===== src/rtl/branch_sequencer_pkg.sv =====
// Shared CPU definitions: opcodes, sequencer state encoding and C2 condition codes.
package branch_sequencer_pkg;

   localparam logic [4:0] OP_LD   = 5'b00000;
   localparam logic [4:0] OP_LDI  = 5'b00001;
   localparam logic [4:0] OP_ST   = 5'b00010;
   localparam logic [4:0] OP_ADD  = 5'b00011;
   localparam logic [4:0] OP_SUB  = 5'b00100;
   localparam logic [4:0] OP_BR   = 5'b10010;
   localparam logic [4:0] OP_JR   = 5'b10011;
   localparam logic [4:0] OP_JAL  = 5'b10100;

   typedef enum logic [2:0] {
      ST_IDLE = 3'd0,
      ST_T3   = 3'd1,
      ST_T4   = 3'd2,
      ST_T5   = 3'd3,
      ST_T6   = 3'd4
   } state_e;

   localparam logic [3:0] C2_ZERO     = 4'b0000;
   localparam logic [3:0] C2_NONZERO  = 4'b0001;
   localparam logic [3:0] C2_POSITIVE = 4'b0010;
   localparam logic [3:0] C2_NEGATIVE = 4'b0011;

   function automatic logic [4:0] opcode_of(input logic [31:0] ir);
      return ir[31:27];
   endfunction

endpackage


===== src/rtl/branch_sequencer_sat_counter.sv =====
// Saturating up-counter with enable; holds at all-ones instead of wrapping.
module sat_counter #(
   parameter int W = 16
) (
   input  logic         clk_i,
   input  logic         rst_ni,
   input  logic         en_i,
   output logic [W-1:0] count_o
);

   logic [W-1:0] count_q, count_d;

   always_comb begin
      count_d = count_q;
      if (en_i && (count_q != {W{1'b1}}))
         count_d = count_q + {{(W-1){1'b0}}, 1'b1};
   end

   always_ff @(posedge clk_i or negedge rst_ni) begin
      if (!rst_ni) count_q <= '0;
      else         count_q <= count_d;
   end

   assign count_o = count_q;

endmodule


===== src/rtl/branch_sequencer.sv =====
// T3..T6 execute-step sequencer for conditional branches, with taken/not-taken statistics.
module branch_sequencer
   import branch_sequencer_pkg::*;
#(
   parameter logic [4:0] BR_OPCODE = OP_BR,
   parameter int         CNT_W     = 16
) (
   input  logic             clock,
   input  logic             clear,
   input  logic             start,
   input  logic [31:0]      IR,
   input  logic             Con,
   output logic             Gra,
   output logic             Rout,
   output logic             CONin,
   output logic             PCout,
   output logic             Yin,
   output logic             Cout,
   output logic             ADD,
   output logic             Zin,
   output logic             Zlowout,
   output logic             PCin,
   output logic             busy,
   output logic             done,
   output logic             illegal,
   output logic [CNT_W-1:0] taken_count,
   output logic [CNT_W-1:0] not_taken_count,
   output logic [2:0]       dbg_state_o
);

   state_e state_q, state_d;
   logic   illegal_q;
   logic   is_branch;
   logic   unused_ir;

   assign is_branch = (opcode_of(IR) == BR_OPCODE);
   assign unused_ir = ^IR[26:0];

   // IR is only looked at while idle; once in T3 the sequence runs to T6 regardless.
   always_comb begin
      state_d = state_q;
      unique case (state_q)
         ST_IDLE: if (start && is_branch) state_d = ST_T3;
         ST_T3:   state_d = ST_T4;
         ST_T4:   state_d = ST_T5;
         ST_T5:   state_d = ST_T6;
         ST_T6:   state_d = ST_IDLE;
         default: state_d = ST_IDLE;
      endcase
   end

   always_ff @(posedge clock or negedge clear) begin
      if (!clear) begin
         state_q   <= ST_IDLE;
         illegal_q <= 1'b0;
      end else begin
         state_q   <= state_d;
         illegal_q <= (state_q == ST_IDLE) && start && !is_branch;
      end
   end

   assign Gra     = (state_q == ST_T3);
   assign Rout    = (state_q == ST_T3);
   assign CONin   = (state_q == ST_T3);
   assign PCout   = (state_q == ST_T4);
   assign Yin     = (state_q == ST_T4);
   assign Cout    = (state_q == ST_T5);
   assign ADD     = (state_q == ST_T5);
   assign Zin     = (state_q == ST_T5);
   assign Zlowout = (state_q == ST_T6);
   assign done    = (state_q == ST_T6);
   // Con has settled since T4, so it gates the PC write directly in T6.
   assign PCin    = (state_q == ST_T6) && Con;
   assign busy    = (state_q != ST_IDLE);
   assign illegal = illegal_q;
   assign dbg_state_o = state_q;

   sat_counter #(.W(CNT_W)) u_taken (
      .clk_i   (clock),
      .rst_ni  (clear),
      .en_i    ((state_q == ST_T6) && Con),
      .count_o (taken_count)
   );

   sat_counter #(.W(CNT_W)) u_not_taken (
      .clk_i   (clock),
      .rst_ni  (clear),
      .en_i    ((state_q == ST_T6) && !Con),
      .count_o (not_taken_count)
   );

endmodule


===== config.mk =====
export PLATFORM = sky130hd
export DESIGN_NAME = branch_sequencer
export DESIGN_NICKNAME = d
export VERILOG_FILES = /design/src/rtl/branch_sequencer_pkg.sv /design/src/rtl/branch_sequencer_sat_counter.sv /design/src/rtl/branch_sequencer.sv
export SDC_FILE = /design/constraint.sdc
export NUM_CORES = 1
export LEC_CHECK = 0
export CAP_MARGIN = 20
export CORE_MARGIN = 10
export CORE_UTILIZATION = 45
export CTS_BUF_LIST = sky130_fd_sc_hd__clkbuf_16
export CTS_CLUSTER_SIZE = 12
export DETAILED_ROUTE_END_ITERATION = 16
export PLACE_DENSITY_LB_ADDON = 0.25
export SYNTH_ARGS = -nofsm -noshare
export SYNTH_HDL_FRONTEND = slang
export SYNTH_SLANG_ARGS = --single-unit

===== constraint.sdc =====
create_clock -name clock -period 2.95 [get_ports clock]
set_input_delay 0.295 -clock clock [delete_from_list [all_inputs] [get_ports clock]]
set_output_delay 0.295 -clock clock [all_outputs]
set_load 0.1 [all_outputs]

==> Word level (Yosys, flattened, before mapping) <==
Cells that the tools add are included.
{ "word_totals": {"reg_bits": 36, "latch_bits": 0, "ramBits": 0, "mem_bits_ro": 0, "word_cells": 27, "memories": 0} }
{ "op_classes": {"addsub": 2, "mul": 0, "div": 0, "order_cmp": 0, "n_eq_ne": 8, "shift": 0, "muxes": 2, "bitwise_logic": 0, "n_reduce_logical": 11} }
{ "ops": {"columns": ["operator", "n"], "rows": [
  ["adder 16 x 1 -> 16 bit, second input constant", 2],
  ["inequality test 16 bit, second input constant", 2],
  ["one-hot mux 3 bit (4 select lines)", 1],
  ["logical AND 1 bit", 7],
  ["equality test 3 x 2 -> 1 bit, second input constant", 2],
  ["equality test 5 bit, second input constant", 1],
  ["equality test 3 x 1 -> 1 bit, second input constant", 1],
  ["equality test 3 bit, second input constant", 1],
  ["zero test 3 bit", 1],
  ["two-way mux 3 bit", 1],
  ["nonzero test 3 bit", 1],
  ["zero test 1 bit", 2],
  ["inequality test 2 bit, second input constant", 1]
]} }

==> Logic depth before layout (Yosys ltp) <==
{ "logic_depth": {"depth_word": 4, "mapped_depth": 6} }

==> By module <==
A second synthesis with hierarchy kept.
{ "hier_totals": {"hier_cells": 171, "area_unflattened_um2": 2000.7} }
{ "modules_own_cells": {"columns": ["module", "instances", "cells_per_inst", "area_per_inst_um2", "seq_area_each_um2"], "rows": [
  ["sat_counter", 2, 72, 859.6, 400.4],
  ["branch_sequencer", 1, 27, 281.5, 100.1]
]} }

==> Worst setup path after synthesis <==
No wires, ideal clock.
{ "synth_path": {"kind": "register to output", "startpoint": "reg state_q[0] (netlist: dbg_state_o[0])", "endpoint": "out Gra", "arrival_time_ps": 4070, "t_required_ps": 2655, "slack_ps": -1415, "stages_incl_launch_ff": 4, "n_path_buf": 2, "path_cell_list": "dfrtp_1 -> buf_6 -> nor3b_1 -> buf_4"} }
{ "synth_via": {"elab_chain_cells": 1} }
{ "synth_lines": {"columns": ["element", "line", "rtl"], "rows": [
  ["start: declaration", "branch_sequencer.sv:31", "state_e state_q, state_d;"],
  ["start signal: assignment", "branch_sequencer.sv:57", "state_q <= state_d;"],
  ["equality test 3 x 1 -> 1 bit", null, null],
  ["end: declaration", "branch_sequencer.sv:13", "output logic Gra,"]
]} }
Every way passes these cells.

==> Final worst setup path <==
{ "layout_path": {"startpoint": "reg state_q[1] (netlist: dbg_state_o[1])", "endpoint": "out busy"} }
{ "layout_via": {"elab_chain_cells": 1} }
{ "layout_lines": {"columns": ["element", "line", "rtl"], "rows": [
  ["nonzero test 3 bit", "branch_sequencer.sv:74", "assign busy = (state_q != ST_IDLE);"],
  ["end: declaration", "branch_sequencer.sv:23", "output logic busy,"]
]} }
Every way passes these cells.

==> flow_summary.yaml <==
sta:
  tightest_slew_ns: 0.521
  timing.clock.skew_ns: 0.00608
  final_hold_viol_count: 0
  setup_total_negative_slack_ns: 0
  max-slew-margin-rel: 0.649
  finalCriticalPeriod_ns: 1.92
  setup_viol_count_final: 0
  post-route-period-util: 0.652
  final_max_slew_viol_count: 0
  fmaxAchievable_ghz: 0.520
  grt_setup_unrepaired: "no"
synthesis:
  synth-compound-area-share: 0.0681
  synth_fp_nets: 216
  synthMuxAreaShare: 0.0219
  ff_latch_count_synth: 36
  synthesis.yosys.warnings: 0
  netlist-cell-type-count: 50
  post_synth_design_cell_area_um2: 2000
  synth_enable_flop_cells: 0
  seq_area_frac_synth: 0.450
  synth.avg_cell_area_um2: 11.2
  synth_xor_area_frac: 0.109
  synth_fa_ha_area_frac: 0.0125
  async_flop_share: 1.00
  synthCells: 178
  synth_top_family_by_area: "simple AND/OR/NAND/NOR gates"
  yosys_most_used_dff: "dfrtp_1"
  synth_largest_type_area_fraction: 0.450
  area_leader_netlist: "dfrtp_1"
  most_area_consuming_cells_after_synthesis: "dfrtp_1, xor2_1, xnor2_1"
  yosys.area_share.simple: 0.288
run_status:
  status: "finished clean"
pwr:
  cellPowerDensity_nw_per_um2: 923
  ir_drop_v: 0.000926
  leakage_uw: 0.00123
clock_network:
  tritoncts: "built"
  ctsResizeCount: 0
  post_cts.repair.setup_buffers: 0
  number_of_buffers_added_to_fix_hold_violations_after_cts: 0
  clk-insertion-delay-late_ns: 0.28
  cts.clk_slew.worst_paths_ns: 0.05
  clock_path_buffers: 2
  cts_htree_levels: 2
  clockRootBuffer: "clkbuf_16"
  numCtsBuffers: 5
  clock-sinks: 36
floorplan:
  cell_rows: 24
  pin_count: 84
  core_region_area_um2: 4320
  die_height_um: 86.7
  die_area_um2: 7520
  horizontal_die_dimension_um: 86.7
  initial_core_util: 0.463
drt:
  drt_iter0_markers: 75
  drt-total-wl_um: 4390
  length_of_the_first_detailed_routing_pass_in_iterations: 4
  dr_total_vias: 1517
  antenna_violating_nets_post_route: 0
  drc_errors: 0
  routed_wire_length_per_instance_um: 15.5
  via_per_inst: 5.34
setup_path:
  worstPathBufferInverterCount: 1
  timing.critical_path.arrival_ns: 1.63
  cp.required_ns: 2.65
  critPathMaxFanout: 11
  critical-path-top-delay-family: "flip-flops"
  end_kind: "primary output"
  critical_path_class: "flip-flop to primary output"
  crit_path_top_delay_cell: "dfrtp_1"
  critical_path.cell_chain: "or3_2 -> buf_4"
  crit_path_max_incr_delay_ns: 0.55
  crit_path_start_kind: "flip-flop"
layout:
  nNetsFinal: 270
  antenna_cells_inserted: 0
  register_area_um2: 902
  areaGrowthSynthToFinish_pct: 29.4
  non_filler_instance_count_after_layout: 284
  multi_input_comb_area_um2: 1020
  n_fill_cell: 374
  share_of_cells_above_drive_strength_1: 0.345
global_routing:
  grt_antenna_before_repair: 0
  wire_length_of_the_first_global_routing_pass_um: 7460
  grt_use_total: 0.122
  grt_max_degree: 37
  grt.overflow.total: 0
  vias_in_the_first_global_route: 1583
place:
  number_of_placed_instances_taps_included: 277
  place_congestion: 0.804
  hpwlAfterDp_um: 3230
  io_buffer_count: 56
job:
  maxCapViolCount: 0
hold_path:
  worst_hold_path_type: "input pin to async pin"
[per-stage QoR]
| step | hold slack, ns | area, µm² | total power [µW] | utilization | setup slack [ns] |
|---|---|---|---|---|---|
| 2_1_floorplan | -0.000591 | 2030 | 1740 | - | 0.0978 |
| 3_3_place_gp | 0.487 | 2460 | 1920 | 0.569 | 0.982 |
| 3_5_place_dp | 0.494 | 2460 | 1920 | 0.569 | 0.984 |
| 4_1_cts | 0.458 | 2590 | 2420 | 0.599 | 1.01 |
| 5_1_grt | 0.491 | 2590 | 2490 | 0.599 | 0.939 |
| 6_report | 0.429 | 2590 | 2390 | 0.599 | 1.03 |
[cell type report]
cell class                 count  area share
clock inverter                 2     0.00290
inverter                       5     0.00773
clock buffer                   5      0.0483
multi-input combinational    127       0.395
timing repair buffer          57       0.173
tap                           52      0.0251
sequential                    36       0.348
[final timing paths]
path | slack (ns) | endpoint | cells after the start | start
min in group clock | 0.50 | u_taken.count_o[11] | 1 | u_taken.count_o[11]
max | 1.03 | busy | 2 | dbg_state_o[1]
min | 0.43 | u_not_taken.count_o[11] | 2 | clear
max reg2reg | 1.16 | u_taken.count_o[15] | 4 | dbg_state_o[0]
min reg2reg | 0.50 | u_taken.count_o[11] | 1 | u_taken.count_o[11]
max in group asynchronous | 2.17 | dbg_state_o[2] | 2 | clear
[kinds of logic after synthesis]
logic type / count (synthesis)
xor gates and xnor gates: 25
buffers and inverters: 15
DFF: 36
muxes: 4
and+or+nand+nor: 78
AOI/OAI and AO/OA: 18
adders and majority gates: 2
[cell usage after synthesis, types with 3 or more instances]
master    instances
nand4_1           7
inv_1             4
xor2_1           15
buf_4             7
and3_1            4
a211oi_1          3
nand2_1          14
nand3_1          10
nor2_1            6
xnor2_1          10
nor3_1            7
nor4b_2           3
a21oi_1           5
dfrtp_1          36
[placed cells by master, fill, tap and decap left out, types with 2 or more instances in the layout]
cell type         n
buf_4            49
dfrtp_1          35
xor2_1           15
nand2_1          14
nand3_1          10
xnor2_1          10
clkdlybuf4s50_1   8
nand4_1           7
nor3_1            7
nor2_1            6
a21oi_1           5
clkbuf_16         5
inv_1             4
and3_1            4
nor3b_4           3
a211oi_1          3
nor4b_2           3
and3b_2           2
nor4b_1           2
a31oi_1           2
or2_2             2
nor4_4            2
nand4b_1          2
mux2_2            2
nor4_1            2
ha_1              2
clkinv_1          2
[sequential cells by signal (all words and copies together) (netlist names)]
signal / count
dbg_state_o: 3
illegal: 1
u_not_taken.count_o: 16
u_taken.count_o: 16
[where the power goes]
group	internal (µW)	total, µW	switching (µW)
clock	302	488	186
combinational	261	1240	976
sequential	549	665	117
total	1110	2390	1280
[per-layer routing]
layer	up-vias	GRT usage	part of all wire
met5	-	0	0
met4	0	0.0486	0.016
met3	7	0.0516	0.069
met2	39	0.199	0.47
met1	717	0.138	0.44
li1	754	-	-
Note: power is estimated with default switching activity, not from simulation.
